[src/rtl/video_timing_gen.sv]
// video_timing_gen: free-running hsync/vsync/de generator for the output side.
// Timing numbers are latched only at frame boundaries; o_rd runs p_rd_lead cycles ahead of o_de.

module video_timing_gen #(
    parameter int p_cnt_width = 13,
    parameter int p_rd_lead   = 3
) (
    input  logic                   i_clk,
    input  logic                   i_rst,
    input  logic                   i_frm_gen_enable,
    input  logic [p_cnt_width-1:0] i_hs_total_num,
    input  logic [p_cnt_width-1:0] i_vs_total_num,
    input  logic [p_cnt_width-1:0] i_hsyn_num,
    input  logic [p_cnt_width-1:0] i_vsyn_num,
    input  logic [p_cnt_width-1:0] i_video_start_pixel,
    input  logic [p_cnt_width-1:0] i_video_end_pixel,
    input  logic [p_cnt_width-1:0] i_video_start_H,
    input  logic [p_cnt_width-1:0] i_video_end_H,
    output logic                   o_hsyn,
    output logic                   o_vsyn,
    output logic                   o_de,
    output logic                   o_rd,
    output logic                   o_frame_start,
    output logic                   o_param_err
);

    localparam int W = p_cnt_width;

    localparam logic [W-1:0] ONE   = W'(1);
    localparam logic [W-1:0] H_MIN = W'(16);
    localparam logic [W-1:0] V_MIN = W'(4);

    // Bit positions inside the decoded strobe bundle.
    localparam int B_HS = 2;
    localparam int B_VS = 1;
    localparam int B_DE = 0;

    typedef enum logic {
        S_IDLE = 1'b0,
        S_RUN  = 1'b1
    } state_t;

    typedef struct packed {
        logic [W-1:0] h_tot;
        logic [W-1:0] v_tot;
        logic [W-1:0] hsyn;
        logic [W-1:0] vsyn;
        logic [W-1:0] sp;
        logic [W-1:0] ep;
        logic [W-1:0] sh;
        logic [W-1:0] eh;
    } timing_t;

    state_t       state_q;
    state_t       state_d;

    timing_t      cfg_in;
    timing_t      cfg_q;
    timing_t      cfg_d;

    logic [W-1:0] h_q;
    logic [W-1:0] h_d;
    logic [W-1:0] v_q;
    logic [W-1:0] v_d;

    logic         err_q;
    logic         err_d;

    logic [2:0]   tim_q;
    logic [2:0]   tim_d;

    logic [2:0]   tap;
    logic         vs_prev_q;

    logic         h_ok;
    logic         v_ok;
    logic         cfg_ok;
    logic         go;
    logic         h_last;
    logic         v_last;
    logic         frame_end;
    logic         latch;
    logic         run;

    assign cfg_in = '{
        h_tot: i_hs_total_num,
        v_tot: i_vs_total_num,
        hsyn:  i_hsyn_num,
        vsyn:  i_vsyn_num,
        sp:    i_video_start_pixel,
        ep:    i_video_end_pixel,
        sh:    i_video_start_H,
        eh:    i_video_end_H
    };

    // Check the incoming timing numbers before they may be latched.
    always_comb begin
        h_ok = (cfg_in.h_tot >= H_MIN)
            && (cfg_in.hsyn != '0)
            && (cfg_in.hsyn < cfg_in.sp)
            && (cfg_in.sp < cfg_in.ep)
            && (cfg_in.ep <= cfg_in.h_tot);
        v_ok = (cfg_in.v_tot >= V_MIN)
            && (cfg_in.vsyn != '0)
            && (cfg_in.vsyn < cfg_in.sh)
            && (cfg_in.sh < cfg_in.eh)
            && (cfg_in.eh <= cfg_in.v_tot);
        cfg_ok = h_ok && v_ok;
    end

    assign go        = i_frm_gen_enable && cfg_ok;
    assign run       = (state_q == S_RUN);
    assign h_last    = (h_q == cfg_q.h_tot - ONE);
    assign v_last    = (v_q == cfg_q.v_tot - ONE);
    assign frame_end = run && h_last && v_last;

    // State register.
    always_ff @(posedge i_clk) begin
        if (i_rst) begin
            state_q <= S_IDLE;
        end else begin
            state_q <= state_d;
        end
    end

    // Next state: leave RUN only at the last cycle of a frame.
    always_comb begin
        state_d = state_q;
        unique case (state_q)
            S_IDLE: begin
                if (go) begin
                    state_d = S_RUN;
                end
            end
            S_RUN: begin
                if (frame_end && !go) begin
                    state_d = S_IDLE;
                end
            end
            default: begin
                state_d = S_IDLE;
            end
        endcase
    end

    // FSM outputs: latch strobe, error flag and raster counters.
    always_comb begin
        latch = 1'b0;
        err_d = err_q;
        h_d   = h_q;
        v_d   = v_q;
        unique case (state_q)
            S_IDLE: begin
                h_d = '0;
                v_d = '0;
                if (i_frm_gen_enable) begin
                    latch = cfg_ok;
                    err_d = !cfg_ok;
                end
            end
            S_RUN: begin
                if (frame_end) begin
                    h_d = '0;
                    v_d = '0;
                    if (i_frm_gen_enable) begin
                        latch = cfg_ok;
                        err_d = !cfg_ok;
                    end
                end else if (h_last) begin
                    h_d = '0;
                    v_d = v_q + ONE;
                end else begin
                    h_d = h_q + ONE;
                end
            end
            default: begin
                h_d = '0;
                v_d = '0;
            end
        endcase
    end

    assign cfg_d = latch ? cfg_in : cfg_q;

    // Counters, latched timing and error flag.
    always_ff @(posedge i_clk) begin
        if (i_rst) begin
            cfg_q <= '0;
            h_q   <= '0;
            v_q   <= '0;
            err_q <= 1'b0;
        end else begin
            cfg_q <= cfg_d;
            h_q   <= h_d;
            v_q   <= v_d;
            err_q <= err_d;
        end
    end

    // Raster decode from the latched numbers; forced low outside RUN.
    always_comb begin
        tim_d       = '0;
        tim_d[B_HS] = run && (h_q < cfg_q.hsyn);
        tim_d[B_VS] = run && (v_q < cfg_q.vsyn);
        tim_d[B_DE] = run
            && (h_q >= cfg_q.sp) && (h_q < cfg_q.ep)
            && (v_q >= cfg_q.sh) && (v_q < cfg_q.eh);
    end

    // Registered decode; its de bit is the early fetch strobe.
    always_ff @(posedge i_clk) begin
        if (i_rst) begin
            tim_q <= '0;
        end else begin
            tim_q <= tim_d;
        end
    end

    generate
        if (p_rd_lead == 0) begin : g_nodly
            assign tap = tim_q;
        end else begin : g_dly
            logic [2:0] dly_q [p_rd_lead];

            // Shift the strobes so sync and de trail o_rd by the lead.
            always_ff @(posedge i_clk) begin
                if (i_rst) begin
                    for (int i = 0; i < p_rd_lead; i++) begin
                        dly_q[i] <= '0;
                    end
                end else begin
                    dly_q[0] <= tim_q;
                    for (int i = 1; i < p_rd_lead; i++) begin
                        dly_q[i] <= dly_q[i-1];
                    end
                end
            end

            assign tap = dly_q[p_rd_lead-1];
        end
    endgenerate

    // Remember the last output vsync to find its rising edge.
    always_ff @(posedge i_clk) begin
        if (i_rst) begin
            vs_prev_q <= 1'b0;
        end else begin
            vs_prev_q <= tap[B_VS];
        end
    end

    assign o_hsyn        = tap[B_HS];
    assign o_vsyn        = tap[B_VS];
    assign o_de          = tap[B_DE];
    assign o_rd          = tim_q[B_DE];
    assign o_frame_start = tap[B_VS] && !vs_prev_q;
    assign o_param_err   = err_q;

endmodule

[config.mk]
export PLATFORM = sky130hd
export DESIGN_NAME = video_timing_gen
export DESIGN_NICKNAME = d
export VERILOG_FILES = /design/src/rtl/video_timing_gen.sv
export SDC_FILE = /design/constraint.sdc
export NUM_CORES = 1
export LEC_CHECK = 0
export CAP_MARGIN = 0
export CORE_MARGIN = 4
export CORE_UTILIZATION = 35
export DETAILED_ROUTE_END_ITERATION = 16
export GPL_ROUTABILITY_DRIVEN = 0
export SETUP_SLACK_MARGIN = 0.2
export SLEW_MARGIN = 30
export SYNTH_ARGS = -nofsm -noshare
export SYNTH_HDL_FRONTEND = slang
export SYNTH_SLANG_ARGS = --single-unit
[constraint.sdc]
create_clock -name i_clk -period 4.7 [get_ports i_clk]
set_clock_uncertainty 0.15 [all_clocks]
set_input_delay 0.94 -clock i_clk [delete_from_list [all_inputs] [get_ports i_clk]]
set_output_delay 0.94 -clock i_clk [all_outputs]
set_load 0.05 [all_outputs]
==> summary.txt <==
Min-Delay Path Depth - 1
crit end category - flip-flop
Async S/R FF share, synth - 0
Synth Area per Inst - 7.81 sq um
Post-DP HPWL - 29.9 mm
Net Count, Synth - 1836
Fillers - 3433
diode count - 0
FF+latch count, synth - 145
PortBufs - 112
hold_buf cts - 0
top cell type by total area after synthesis - dfxtp_1
worst path required time - 4910 ps
First DRT Iteration DRCs - 972
Mapped Cells - 1577
synthesis warning total - 0
die area - 38300 sq um
CP arrival - 4430 ps
TritonCTS clock tree - done
final non-filler cell total - 2074
Die Width - 196 microns
hold_ws - 282 ps
Clock Tree Buf Depth - 2
CTS Root Buffer Type - clkbuf_16
clk sink count - 145
Antenna Violating Nets Remaining - 0
DRT Wirelength - 42.7 mm
status - finished clean
Synth top area share - 0.236
detailed-router iteration count before antenna repair - 6
Reg clk slew, reported paths - 70 ps
Crit Path Class - primary input to flip-flop
H-Tree Level Count - 4
Final Hold Viols - 0
Initial Util - 0.356
worst slew pin tran - 974 ps
routed vias - 12400
worst min path class - flip-flop to flip-flop
Final #Nets - 1865
fin crit share - 0.898
Peak supply drop - 0.000250 V
unrepaired setup endpoints after global routing - false
core area - 34600 sq um
Unique masters post-synth - 64
postcts setup bufs - 0
Placed Cells - 2042
gr usage total - 0.216
total CTS buffers - 17
vias in the first global route - 11700
initial antenna violation count - 0
Max Fclk - 0.237 GHz
layout cells sized above 1 - 0.0506
Design Area, Final - 14400 sq um
vias per std cell - 6.00
MaxCap Viol Count - 0
global-route wire length before repair - 66.7 mm
IO Pins - 113
Mapped Area - 12300 sq um
PD cells - 229 nW/um^2
wire length per cell - 20.6 microns
slew margin rel. - 0.351
top-count cell post-synth - nand4_1
# rows - 68
cts repair resizes - 0
die outline height - 196 microns
Post-DP Area - 13800 sq um
Leakage Power - 5.59 nW
Slew Limit Fails - 0
clk_lat worst skew - 450 ps
grt ovf - 0
Final Setup Violations - 0
Primary FF master, synth - dfxtp_1
EDFF count, synth - 0
top cells by count, synth - nand4_1, inv_1, ha_1, dfxtp_1, clkbuf_1
R2R depth - 11
largest net degree at the start of global routing - 127
Area Overhead vs Synth - 16.7%
CP Launch Type - primary input
Max FO, Critical Path - 22
Seq/Total Area, Yosys - 0.236
setup TNS - 0 ps
drt drc - 0
Area contributors post-synth - dfxtp_1, ha_1, nand4_1
Tmin final - 4220 ps
## placed cells by master, fill, tap and decap left out, drive strengths merged, types with 28 or more instances in the layout
cell type,netlist,final
buf,26,37
dfxtp,145,145
clkdlybuf4s50,0,111
ha,152,152
a21oi,45,45
or4,35,35
and4,54,54
nand2,40,40
nor2,83,83
xnor2,28,28
nor4,45,45
nand4,242,242
inv,169,171
nand3,107,107
## kinds of logic after synthesis
family                     synth area share
AOI/OAI and AO/OA                     0.128
xor gates and xnor gates             0.0352
adders and majority gates             0.154
buffers and inverters                0.0988
DFF                                   0.236
muxes                               0.00823
and+or+nand+nor                       0.340
## power breakdown
part | switching (W) | total [W] | internal [W]
clock | 0.000614 | 0.00148 | 0.000869
combinational | 0.000329 | 0.000546 | 0.000217
sequential | 0.0000178 | 0.00126 | 0.00125
total | 0.000961 | 0.00329 | 0.00233
## flip-flops by register name (all words and copies together), names as in the netlist
| register | cells |
|---|---|
| v_q | 13 |
| cfg_q | 104 |
| vs_prev_q | 1 |
| tim_q | 3 |
| h_q | 13 |
| o_param_err | 1 |
| run | 1 |
| g_dly.dly_q | 9 |
## stage by stage
step | total power (W) | util | setup slack, ps
detailed placement | 0.00183 | 0.397 | 86.2
CTS | 0.00331 | 0.415 | 535
global route | 0.00342 | 0.415 | 349
floorplan | 0.00158 | - | 973
global placement | 0.00182 | 0.397 | 130
finish | 0.00329 | 0.415 | 478
## final cells by class
type                    count  area [sq um]  share of cell area
inverters                 170           647              0.0450
clock inverters            11           154              0.0107
clock buffers              21           460              0.0320
repair buffers            148          1430              0.0995
well taps                 455           569              0.0396
multi-input cells        1124          8210               0.571
flip-flops and latches    145          2900               0.202
## critical path, cell delays in order
cell,delay [ps]
clkdlybuf4s50_1,630
inv_1,100
ha_1,320
a222oi_1,360
o21ai_0,150
nor4_1,310
o2111ai_1,250
buf_4,210
nor3_2,250
buf_4,360
buf_4,270
nand4_1,120
o2111ai_1,140
## final timing paths
kind / startpoint / to / slack, ps
hold / removal: g_dly.dly_q[0][3]$_SDFF_PP0_ / g_dly.dly_q[0][6]$_SDFF_PP0_ / 280
hold reg to reg: g_dly.dly_q[0][3]$_SDFF_PP0_ / g_dly.dly_q[0][6]$_SDFF_PP0_ / 280
setup / recovery: i_video_end_pixel[12] / cfg_q[82]$_SDFFE_PP0P_ / 480
setup reg to reg: cfg_q[91]$_SDFFE_PP0P_ / v_q[1]$_SDFFE_PP0P_ / 780
## metal layers
layer	wire length [microns]	vias up	global-route usage
met3	2490	60	0.0293
met1	18800	5913	0.289
met5	0	-	0
li1	-	6054	-
met2	20500	411	0.366
met4	854	0	0.0597
Note: power is estimated with default switching activity, not from simulation.
